===== src/rtl/mux_21_rr_arbiter.sv =====
// -----------------------------------------------------------------------------
// mux_21_rr_arbiter
//
// Round-robin arbiter that shares one DATA_W-wide 2:1 mux between two
// requesters. It registers the selected word into a one-entry output buffer
// and presents that buffer downstream.
//
// Handshakes: a word moves across an interface on the rising edge where that
// interface's valid and ready are both high. A requester holds valid and data
// until it sees ready. The output buffer presents out_valid/out_data/out_sel
// until the edge with out_valid & out_ready.
//
// Ports:
//   clk        system clock; all state updates on the rising edge
//   rst_n      synchronous active-low reset
//   in_valid0  requester 0 has a word on in_data0
//   in_data0   requester 0 word (mux input 0)
//   in_ready0  combinational; requester 0 is granted this cycle
//   in_valid1  requester 1 has a word on in_data1
//   in_data1   requester 1 word (mux input 1)
//   in_ready1  combinational; requester 1 is granted this cycle
//   out_valid  registered; the buffer holds an unconsumed word (FSM state)
//   out_data   registered; the buffered word
//   out_sel    registered; the source channel of out_data
//   out_ready  the consumer accepts out_data this cycle
//   xfer_cnt   registered; completed downstream transfers (wraps)
// -----------------------------------------------------------------------------
module mux_21_rr_arbiter #(
   parameter int DATA_W = 4,
   parameter int CNT_W  = 8
) (
   input  logic              clk,
   input  logic              rst_n,
   input  logic              in_valid0,
   input  logic [DATA_W-1:0] in_data0,
   output logic              in_ready0,
   input  logic              in_valid1,
   input  logic [DATA_W-1:0] in_data1,
   output logic              in_ready1,
   output logic              out_valid,
   output logic [DATA_W-1:0] out_data,
   output logic              out_sel,
   input  logic              out_ready,
   output logic [CNT_W-1:0]  xfer_cnt
);

   typedef enum logic {
      EMPTY = 1'b0,
      FULL  = 1'b1
   } state_t;

   state_t state;
   state_t state_nx;

   logic   last_grant;
   logic   grant;       // channel selected by arbitration
   logic   grant_vld;   // at least one requester is valid
   logic   load_en;     // the buffer can accept a word on this edge
   logic   capture;     // a word is taken from a requester on this edge
   logic   drain;       // the buffered word is consumed on this edge

   // The FSM state is visible directly on out_valid.
   assign out_valid = (state == FULL);

   // rst_n gates load_en so that no requester sees ready while reset is held.
   assign drain   = (state == FULL) && out_ready;
   assign load_en = rst_n && ((state == EMPTY) || out_ready);

   // Arbitration: a lone requester wins outright; on a tie the channel that
   // did not win the last capture is chosen.
   always_comb begin
      grant     = 1'b0;
      grant_vld = 1'b0;
      if (in_valid0 && !in_valid1) begin
         grant     = 1'b0;
         grant_vld = 1'b1;
      end else if (in_valid1 && !in_valid0) begin
         grant     = 1'b1;
         grant_vld = 1'b1;
      end else if (in_valid0 && in_valid1) begin
         grant     = ~last_grant;
         grant_vld = 1'b1;
      end
   end

   assign capture   = load_en && grant_vld;
   assign in_ready0 = capture && !grant;
   assign in_ready1 = capture &&  grant;

   // Next-state logic. A capture on a draining edge keeps the buffer full.
   always_comb begin
      state_nx = state;
      if (capture) begin
         state_nx = FULL;
      end else if (drain) begin
         state_nx = EMPTY;
      end
   end

   always_ff @(posedge clk) begin
      if (!rst_n) begin
         state      <= EMPTY;
         out_data   <= '0;
         out_sel    <= 1'b0;
         xfer_cnt   <= '0;
         last_grant <= 1'b1;   // channel 0 wins the first tie
      end else begin
         state <= state_nx;
         if (capture) begin
            out_data   <= grant ? in_data1 : in_data0;
            out_sel    <= grant;
            last_grant <= grant;
         end
         if (drain) begin
            xfer_cnt <= xfer_cnt + 1'b1;
         end
      end
   end

endmodule


===== config.mk =====
export PLATFORM = sky130hd
export DESIGN_NAME = mux_21_rr_arbiter
export DESIGN_NICKNAME = d
export VERILOG_FILES = /design/src/rtl/mux_21_rr_arbiter.sv
export SDC_FILE = /design/constraint.sdc
export NUM_CORES = 1
export LEC_CHECK = 0
export ABC_CLOCK_PERIOD_IN_PS = 2800
export BUFFER_PORTS_ARGS = -buffer_cell sky130_fd_sc_hd__buf_2
export CORE_UTILIZATION = 48
export DETAILED_ROUTE_END_ITERATION = 12
export GPL_ROUTABILITY_DRIVEN = 0
export PLACE_DENSITY_LB_ADDON = 0.12
export SLEW_MARGIN = 10
export SYNTH_ARGS = -nofsm -noshare
export SYNTH_HDL_FRONTEND = slang
export SYNTH_SLANG_ARGS = --single-unit

===== constraint.sdc =====
create_clock -name clk -period 2.8 [get_ports clk]
set_clock_uncertainty 0.1 [all_clocks]
set_input_delay 0.84 -clock clk [delete_from_list [all_inputs] [get_ports clk]]
set_output_delay 0.84 -clock clk [all_outputs]
set_load 0.01 [all_outputs]

==> results of run 1 <==
## final timing paths
path / start / end / slack [ns] / cells past startpoint
max: out_ready / in_ready0 / 0.22 / 5
min: out_sel / out_sel / 0.38 / 2
max reg2reg: xfer_cnt[0] / xfer_cnt[6] / 1.34 / 4
min reg2reg: out_sel / out_sel / 0.38 / 2
## power by group through the flow
stage	Combinational [mW]	Sequential [mW]	Clock [mW]
final	0.0557	0.231	0.123
after detailed placement	0.0561	0.236	0
after global placement	0.0556	0.236	0
after CTS	0.0562	0.231	0.129
after floorplan	0.0246	0.240	0
after global routing	0.0627	0.233	0.145
## per-stage QoR
| step | cells | setup WS [ns] |
|---|---|---|
| after CTS | 129 | 0.208 |
| final | 129 | 0.216 |
| after global routing | 129 | 0.153 |
| after detailed placement | 125 | 0.211 |
| after global placement | 125 | 0.229 |
| after floorplan | 81 | 0.394 |
## critical path, delay by kind of cell
family,cells,cell delay [ns]
buf+inv,3,0.34
compound gates,1,0.14
simple gates,1,0.32
## logic make-up (layout without fill, tap and decap cells)
logic type	count (synthesis)	in the layout	synth area share, %
DFF	15	15	44.0
xor gates and xnor gates	2	2	2.56
and+or+nand+nor	23	23	18.9
buffers and inverters	15	48	8.24
AOI/OAI and AO/OA	25	25	24.5
adders and majority gates	1	1	1.83
## synth_stat cells, types with 2 or more instances
cell	count
or4_1	2
a21oi_1	7
o21ai_0	4
o31ai_1	3
nand4_1	3
dfxtp_1	15
nand2_1	5
o221ai_1	4
xor2_1	2
nand3_1	4
inv_1	13
nor2_1	3
o211ai_1	5
## layer usage
| layer | wire length, µm | GRT usage, % | part of all wire [%] | up-vias |
|---|---|---|---|---|
| li1 | - | - | - | 360 |
| met1 | 727 | 26.9 | 50 | 297 |
| met2 | 605 | 31.6 | 42 | 25 |
| met3 | 87 | 8.52 | 6.0 | 4 |
| met4 | 23 | 12.9 | 1.6 | 0 |
| met5 | 0 | 0 | 0 | - |
## flip-flops by register name (all words and copies together), names as in the netlist
register    count
out_sel         1
xfer_cnt        8
out_data        4
last_grant      1
out_valid       1
## layout make-up
class | instances | area, µm² | share of cell area, %
well taps | 15 | 18.8 | 2.13
multi-input cells | 51 | 327 | 37.1
clock inverters | 1 | 5.00 | 0.568
inverters | 14 | 52.6 | 5.97
flip-flops and latches | 15 | 300 | 34.1
clock buffers | 3 | 22.5 | 2.56
repair buffers | 30 | 155 | 17.6
==> out/metrics.cfg, run 1 <==
[yosys]
synth_top_area_share_pct = 44.0
async_flop_share_pct = 0
synth.distinct_cells = 24
synth_edf_count = 0
synth_nets = 95
yosysWarningCount = 0
ys.flop_type = dfxtp_1
syn-instance-count = 81
syn_avg_cell_area_um2 = 8.43
ys_seq_area_share_pct = 44.0
synth_area_um2 = 683
ys_seq_elements = 15
yosys.area.top_type = dfxtp_1
synth_area_leaders = dfxtp_1 44%, inv_1 7.1%, o211ai_1 5.5%, a21oi_1 5.1%, o221ai_1 5.1%

[clocking]
h-tree-depth = 1
post_cts_buffers = 0
clk_pin_slew_ns = 0.08
cts_tree = yes
cts_buffer_depth = 2
cts_hold_buffers = 0
root_buffer = clkbuf_4
clock_sinks = 15
cts_made_buffers = 3
clkLatencyLatePin_ns = 0.28
cts_resized = 0

[route]
drcViolationCount = 0
vias = 686
dr.pass1.iters = 4
first_iter_violations = 9
drt-vias-per-instance = 5.32
wl_per_cell_um = 11.2
postRouteAntennaNets = 0
drt_wl_total_mm = 1.44

[floorplan]
rows = 13
io_pins = 29
die_area_um2 = 1580
core_um2 = 1320
initial_core_util_pct = 51.9
dieHeight_um = 39.7
die_x_um = 39.7

[timing]
rsz0062_at_grt = false
setup-tns-final_ns = 0
fmax_mhz = 387
tightest_slew_ns = 0.441
hold_violations = 0
maxSlewViolCount = 0
fin_crit_sh_pct = 92.3
maxSlewHeadroom_pct = 70.5
fin_crit_ns = 2.58
timing.hold.ws_ns = 0.381
setup_viol = 0

[final_layout]
fin_area_um2 = 881
drive_above_1_share_pct = 32.5
layout-area-overhead-vs-synth_pct = 28.9
antenna_cells = 0
final_common_cell = buf_2
final_util_pct = 66.9
layout_common_cells = 28 x buf_2, 15 x dfxtp_1, 13 x inv_1, 7 x a21oi_1
nets = 129
fill_cells = 115

[global_routing]
grt_pass1_vias = 529
grt_pass1_wl_mm = 2.19
grt_max_degree = 11
grt.total_usage_pct = 21.9
overflow = 0
antenna_found_initial = 0

[worst_setup_path]
timing.setup.critical_path_class = input pin to output pin
cp_max_fo = 7
slowest_delay_ns = 0.32
critPathSlowestCell = or2b_2
crit_chain = buf_2, or2b_2, o2111ai_1, inv_1, buf_2
crit_path_end_kind = output pin
crit_top_cell = buf_2
worstPathRequired_ns = 1.86
worstSetupStartpointType = input pin
crit_arrival_ns = 1.64

[pwr]
netSwitchingPower_mw = 0.108
vdd_drop_max_mv = 0.341
seq_power_share_pct = 56.5
leakagePower_nw = 0.427
total_power_mw = 0.410
power.share.clock_pct = 30.0
p_int_mw = 0.302
p_per_area_nw_per_um2 = 465
swShare_pct = 26.3
p_comb_share_pct = 13.6

[placement]
io_buffers = 28
dpl-instance-area_um2 = 853
dpl.hpwl_mm = 1.09

[run_status]
status = completed

[worst_hold_path]
hp-class = register to register

[flow_run]
cap_violations = 0

Power figures use the tool's default switching activity.
==> inputs of run 2 (changes only) <==
--- a/config.mk
+++ b/config.mk
@@ -10,6 +10,7 @@
 export CORE_UTILIZATION = 48
 export DETAILED_ROUTE_END_ITERATION = 12
 export GPL_ROUTABILITY_DRIVEN = 0
+export MAX_ROUTING_LAYER = met4
 export PLACE_DENSITY_LB_ADDON = 0.12
 export SLEW_MARGIN = 10
 export SYNTH_ARGS = -nofsm -noshare
==> constraint.sdc (replaced) <==
create_clock -name clk -period 2.8 [get_ports clk]
set_clock_uncertainty 0.1 [all_clocks]
set_input_delay 0.56 -clock clk [delete_from_list [all_inputs] [get_ports clk]]
set_output_delay 0.56 -clock clk [all_outputs]
set_load 0.01 [all_outputs]
==> out/metrics.cfg, run 2 (same netlist as run 1, synthesis figures left out) <==
[floorplan]
die_area_um2 = 1580  ; unchanged
dieHeight_um = 39.7  ; unchanged
initial_core_util_pct = 51.9  ; unchanged
rows = 13  ; unchanged
io_pins = 29  ; unchanged
die_x_um = 39.7  ; unchanged
core_um2 = 1320  ; unchanged

[placement]
dpl.hpwl_mm = 1.08  ; was 1.09 mm
io_buffers = 28  ; unchanged
dpl-instance-area_um2 = 838  ; was 853 µm²
place_ws_ns = 0.665  ; was 0.211 ns

[final_layout]
reg_top3 = xfer_cnt (8), out_data (4)  ; unchanged
drive_above_1_share_pct = 31.3  ; was 32.5%
fill_cells = 125  ; was 115
largest_register = xfer_cnt  ; unchanged
antenna_cells = 0  ; unchanged
final_util_pct = 65.7  ; was 66.9%
nets = 127  ; was 129
final_common_cell = buf_2  ; unchanged
seq_area_um2 = 300  ; unchanged
fin_area_um2 = 866  ; was 881 µm²
layout_common_cells = 28 x buf_2, 15 x dfxtp_1, 13 x inv_1, 7 x a21oi_1  ; unchanged
layout-area-overhead-vs-synth_pct = 26.7  ; was 28.9%
largest_reg_flops = 8  ; unchanged
multi_input_area_um2 = 327  ; unchanged

[timing]
maxSlewHeadroom_pct = 68.5  ; was 70.5%
setup_viol = 0  ; unchanged
fin_crit_sh_pct = 78.6  ; was 92.3%
fmax_mhz = 454  ; was 387 MHz
fin_crit_ns = 2.20  ; was 2.58 ns
hold_violations = 0  ; unchanged
maxSlewViolCount = 0  ; unchanged
fin_ws_ns = 0.598  ; was 0.216 ns
tightest_slew_ns = 0.472  ; was 0.441 ns
setup-tns-final_ns = 0  ; unchanged
rsz0062_at_grt = false  ; unchanged

[worst_setup_path]
worstPathRequired_ns = 2.14  ; was 1.86 ns
r2r_end = out_data[1]  ; was xfer_cnt[6]
cp_max_fo = 8  ; was 7
r2r_slack_ns = 1.35  ; was 1.34 ns
timing.setup.critical_path_class = register to output pin  ; was input pin to output pin
slowest_delay_ns = 0.45  ; was 0.32 ns
crit_chain = or2b_2, o2111ai_1, inv_1, buf_2  ; was buf_2, or2b_2, o2111ai_1, inv_1, buf_2
critical_path.startpoint = out_valid  ; was out_ready
critPathSlowestCell = dfxtp_1  ; was or2b_2
reg2reg_from = out_valid  ; was xfer_cnt[0]
cp_num_buf_inv = 2  ; was 3
worstSetupStartpointType = register  ; was input pin
crit_path_end_kind = output pin  ; unchanged
path_delay_family = flip-flops  ; was buffers and inverters
rr_worst_depth = 3  ; was 4
crit_arrival_ns = 1.54  ; was 1.64 ns
worstSetupEndpoint = in_ready0  ; unchanged
worst-path-stages = 4  ; was 5

[flow_run]
cap_violations = 0  ; unchanged

[global_routing]
antenna_found_initial = 0  ; unchanged
grt.total_usage_pct = 21.5  ; was 21.9%
grt_pass1_vias = 525  ; was 529
grt_pass1_wl_mm = 2.17  ; was 2.19 mm
grt_max_degree = 11  ; unchanged
overflow = 0  ; unchanged

[clocking]
cts_resized = 0  ; unchanged
cts_hold_buffers = 0  ; unchanged
cts_buffer_depth = 2  ; unchanged
cts_tree = yes  ; unchanged
clk_pin_slew_ns = 0.09  ; was 0.08 ns
cts_made_buffers = 3  ; unchanged
clkLatencyLatePin_ns = 0.29  ; was 0.28 ns
post_cts_buffers = 0  ; unchanged
root_buffer = clkbuf_4  ; unchanged
clock_sinks = 15  ; unchanged
h-tree-depth = 1  ; unchanged

[route]
dr.pass1.iters = 4  ; unchanged
vias = 682  ; was 686
wl_per_cell_um = 11.4  ; was 11.2 µm
drt-vias-per-instance = 5.37  ; was 5.32
postRouteAntennaNets = 0  ; unchanged
drcViolationCount = 0  ; unchanged
first_iter_violations = 9  ; unchanged
drt_wl_total_mm = 1.45  ; was 1.44 mm

[pwr]
p_per_area_nw_per_um2 = 473  ; was 465 nW/µm²
vdd_drop_max_mv = 0.382  ; was 0.341 mV
leakagePower_nw = 0.418  ; was 0.427 nW

[worst_hold_path]
hp-class = register to register  ; unchanged

[run_status]
status = completed  ; unchanged

## run 2: cell types whose count changed in the layout (fill, tap and decap cells not counted), sizes merged
| cell | delta |
|---|---|
| buf | -2 |
## run 2: how the worst min path moves through the flow
stage / start / end / slack (ns) / depth (start not counted)
2_1_floorplan: xfer_cnt[7] / xfer_cnt[7] / 0.40 / 2
3_3_place_gp: xfer_cnt[7] / xfer_cnt[7] / 0.36 / 2
3_5_place_dp: xfer_cnt[7] / xfer_cnt[7] / 0.37 / 2
4_1_cts: xfer_cnt[7] / xfer_cnt[7] / 0.39 / 2
5_1_grt: xfer_cnt[7] / xfer_cnt[7] / 0.42 / 2
6_report: xfer_cnt[7] / xfer_cnt[7] / 0.38 / 2
## run 2: final cells by class
type | count | area share [%]
Tap cell | 15 | 2.17
Multi-Input combinational cell | 51 | 37.7
Clock buffer | 3 | 2.60
Timing Repair Buffer | 28 | 16.2
Clock inverter | 1 | 0.578
Inverter | 14 | 6.07
Sequential cell | 15 | 34.7
## run 2: tightest hold or removal path: cells and delay by family, from the launching register on
| kind | cells | cell delay, ns |
|---|---|---|
| flops | 1 | 0.33 |
| compound gates | 2 | 0.12 |
## run 2: power breakdown
part,total [mW],switching [mW],leakage [nW],internal (mW)
sequential,0.231,0.00762,0.123,0.224
combinational,0.0542,0.0308,0.277,0.0233
clock,0.124,0.0708,0.0177,0.0531
total,0.409,0.109,0.418,0.300
## run 2: per-layer routing
layer,wire length [µm],track usage [%]
met3,71,5.11
met1,773,27.8
met4,24,12.9
met5,0,-
met2,583,29.9
## run 2: metrics by stage
| stage | hold slack, ns | total power, mW | cells |
|---|---|---|---|
| 2_1_floorplan | 0.396 | 0.264 | 81 |
| 3_3_place_gp | 0.362 | 0.289 | 123 |
| 3_5_place_dp | 0.375 | 0.291 | 123 |
| 4_1_cts | 0.389 | 0.413 | 127 |
| 5_1_grt | 0.418 | 0.429 | 127 |
| 6_report | 0.385 | 0.409 | 127 |
==> inputs of run 3 (changes only) <==
--- a/config.mk
+++ b/config.mk
@@ -5,9 +5,9 @@
 export SDC_FILE = /design/constraint.sdc
 export NUM_CORES = 1
 export LEC_CHECK = 0
-export ABC_CLOCK_PERIOD_IN_PS = 2800
+export ABC_CLOCK_PERIOD_IN_PS = 1800
 export BUFFER_PORTS_ARGS = -buffer_cell sky130_fd_sc_hd__buf_2
-export CORE_UTILIZATION = 48
+export CORE_UTILIZATION = 40
 export DETAILED_ROUTE_END_ITERATION = 12
 export GPL_ROUTABILITY_DRIVEN = 0
 export MAX_ROUTING_LAYER = met4
==> constraint.sdc (replaced) <==
create_clock -name clk -period 1.8 [get_ports clk]
set_clock_uncertainty 0.1 [all_clocks]
set_input_delay 0.36 -clock clk [delete_from_list [all_inputs] [get_ports clk]]
set_output_delay 0.36 -clock clk [all_outputs]
set_load 0.01 [all_outputs]
==> out/metrics.cfg, run 3 (same netlist as run 1, synthesis figures left out) <==
[floorplan]
die_x_um = 43.3  ; was 39.7 µm
die_area_um2 = 1880  ; was 1580 µm²
io_pins = 29  ; unchanged
initial_core_util_pct = 43.8  ; was 51.9%
core_um2 = 1560  ; was 1320 µm²
rows = 14  ; was 13
dieHeight_um = 43.3  ; was 39.7 µm

[final_layout]
multi_input_area_um2 = 333  ; was 327 µm²
fill_cells = 155  ; was 125
drive_above_1_share_pct = 33.0  ; was 31.3%
final_util_pct = 57.4  ; was 65.7%
largest_register = xfer_cnt  ; unchanged
antenna_cells = 0  ; unchanged
seq_area_um2 = 300  ; unchanged
largest_reg_flops = 8  ; unchanged
layout-area-overhead-vs-synth_pct = 31.0  ; was 26.7%
layout_common_cells = 28 x buf_2, 15 x dfxtp_1, 13 x inv_1, 7 x a21oi_1  ; unchanged
final_common_cell = buf_2  ; unchanged
nets = 130  ; was 127
reg_top3 = xfer_cnt (8), out_data (4)  ; unchanged

[clocking]
cts_made_buffers = 3  ; unchanged
clk_pin_slew_ns = 0.09  ; about the same
clock_sinks = 15  ; unchanged
cts_tree = yes  ; unchanged
cts_buffer_depth = 2  ; unchanged
h-tree-depth = 1  ; unchanged
root_buffer = clkbuf_4  ; unchanged
clkLatencyLatePin_ns = 0.28  ; was 0.29 ns

[pwr]
p_per_area_nw_per_um2 = 718  ; was 473 nW/µm²
vdd_drop_max_mv = 0.625  ; was 0.382 mV
leakagePower_nw = 0.430  ; was 0.418 nW

[worst_setup_path]
slowest_delay_ns = 0.34  ; was 0.45 ns
worstSetupStartpointType = register  ; unchanged
cp_num_buf_inv = 2  ; unchanged
crit_path_end_kind = output pin  ; unchanged
path_delay_family = simple AND/OR/NAND/NOR gates  ; was flip-flops
cp_max_fo = 4  ; was 8
critPathSlowestCell = dfxtp_1  ; unchanged
crit_arrival_ns = 1.27  ; was 1.54 ns
crit_chain = or2b_2, nand4_1, inv_1, buf_2  ; was or2b_2, o2111ai_1, inv_1, buf_2
timing.setup.critical_path_class = register to output pin  ; unchanged
worstPathRequired_ns = 1.34  ; was 2.14 ns

[global_routing]
grt_pass1_wl_mm = 2.52  ; was 2.17 mm
grt.total_usage_pct = 18.9  ; was 21.5%
grt_max_degree = 11  ; unchanged
grt_pass1_vias = 636  ; was 525
antenna_found_initial = 0  ; unchanged
overflow = 0  ; unchanged

[timing]
fin_crit_ns = 1.73
maxSlewHeadroom_pct = 71.6  ; was 68.5%
rsz0062_at_grt = false  ; unchanged
maxSlewViolCount = 0  ; unchanged
fin_crit_sh_pct = 96.1
fmax_mhz = 578
tightest_slew_ns = 0.425  ; was 0.472 ns
setup_viol = 0  ; unchanged
setup-tns-final_ns = 0  ; unchanged
hold_violations = 0  ; unchanged

[route]
first_iter_violations = 10  ; was 9
drt_wl_total_mm = 1.55  ; was 1.45 mm
dr.pass1.iters = 8  ; was 4
drcViolationCount = 4  ; was 0
drt-vias-per-instance = 5.54  ; was 5.37
wl_per_cell_um = 11.8  ; was 11.4 µm
postRouteAntennaNets = 0  ; unchanged
vias = 726  ; was 682

[run_status]
violations = design-rule violations
status = finished with violations  ; was completed

[flow_run]
cap_violations = 0  ; unchanged

[placement]
io_buffers = 28  ; unchanged
dpl.hpwl_mm = 1.19  ; was 1.08 mm

[worst_hold_path]
hp-class = input pin to register  ; was register to register

run 3: report_power, final:
part,internal [mW],switching (mW)
clock,0.0861,0.104
sequential,0.348,0.0106
combinational,0.0418,0.0518
total,0.476,0.167
run 3: tightest hold or removal path, stage by stage:
cell and delay [ns]:
buf_2 0.07, inv_1 0.03, o221ai_1 0.12
run 3: path summary, 6_finish.rpt:
kind	slack, ns	cells after the start	start	to
min reg2reg	0.39	2	xfer_cnt[7]	xfer_cnt[7]
min	0.23	3	in_data1[1]	out_data[1]
max reg2reg	0.40	4	out_valid	xfer_cnt[7]
max	0.07	4	out_valid	in_ready1
run 3: repair_timing:
item,CTS,global route
setup buffers,0,0
gates resized for setup,0,1
endpoints found under the setup margin,0,1
hold buffers,0,0
run 3: cell type report:
class	count	share of cell area [%]
well taps	16	2.24
flip-flops and latches	15	33.6
repair buffers	31	18.2
clock buffers	4	2.94
multi-input cells	51	37.2
inverters	14	5.87
run 3: metal layers:
layer  up-vias  global-route usage, %  wire length [µm]
met5         -                      -                 0
met4         0                   6.88                10
met3         2                   7.66                70
met2        17                   33.6               820
met1       339                   18.2               647
li1        368                      -                 -
run 3: metrics by stage:
step	power (mW)	setup slack (ns)	hold slack, ns	cells	cell area (µm²)
after detailed placement	0.459	0.174	0.376	127	862
after floorplan	0.411	0.242	0.396	81	683
after global placement	0.456	0.186	0.360	127	862
final	0.642	0.0706	0.232	131	895
after CTS	0.651	0.0418	0.229	131	888
after global routing	0.682	0.00474	0.237	131	895
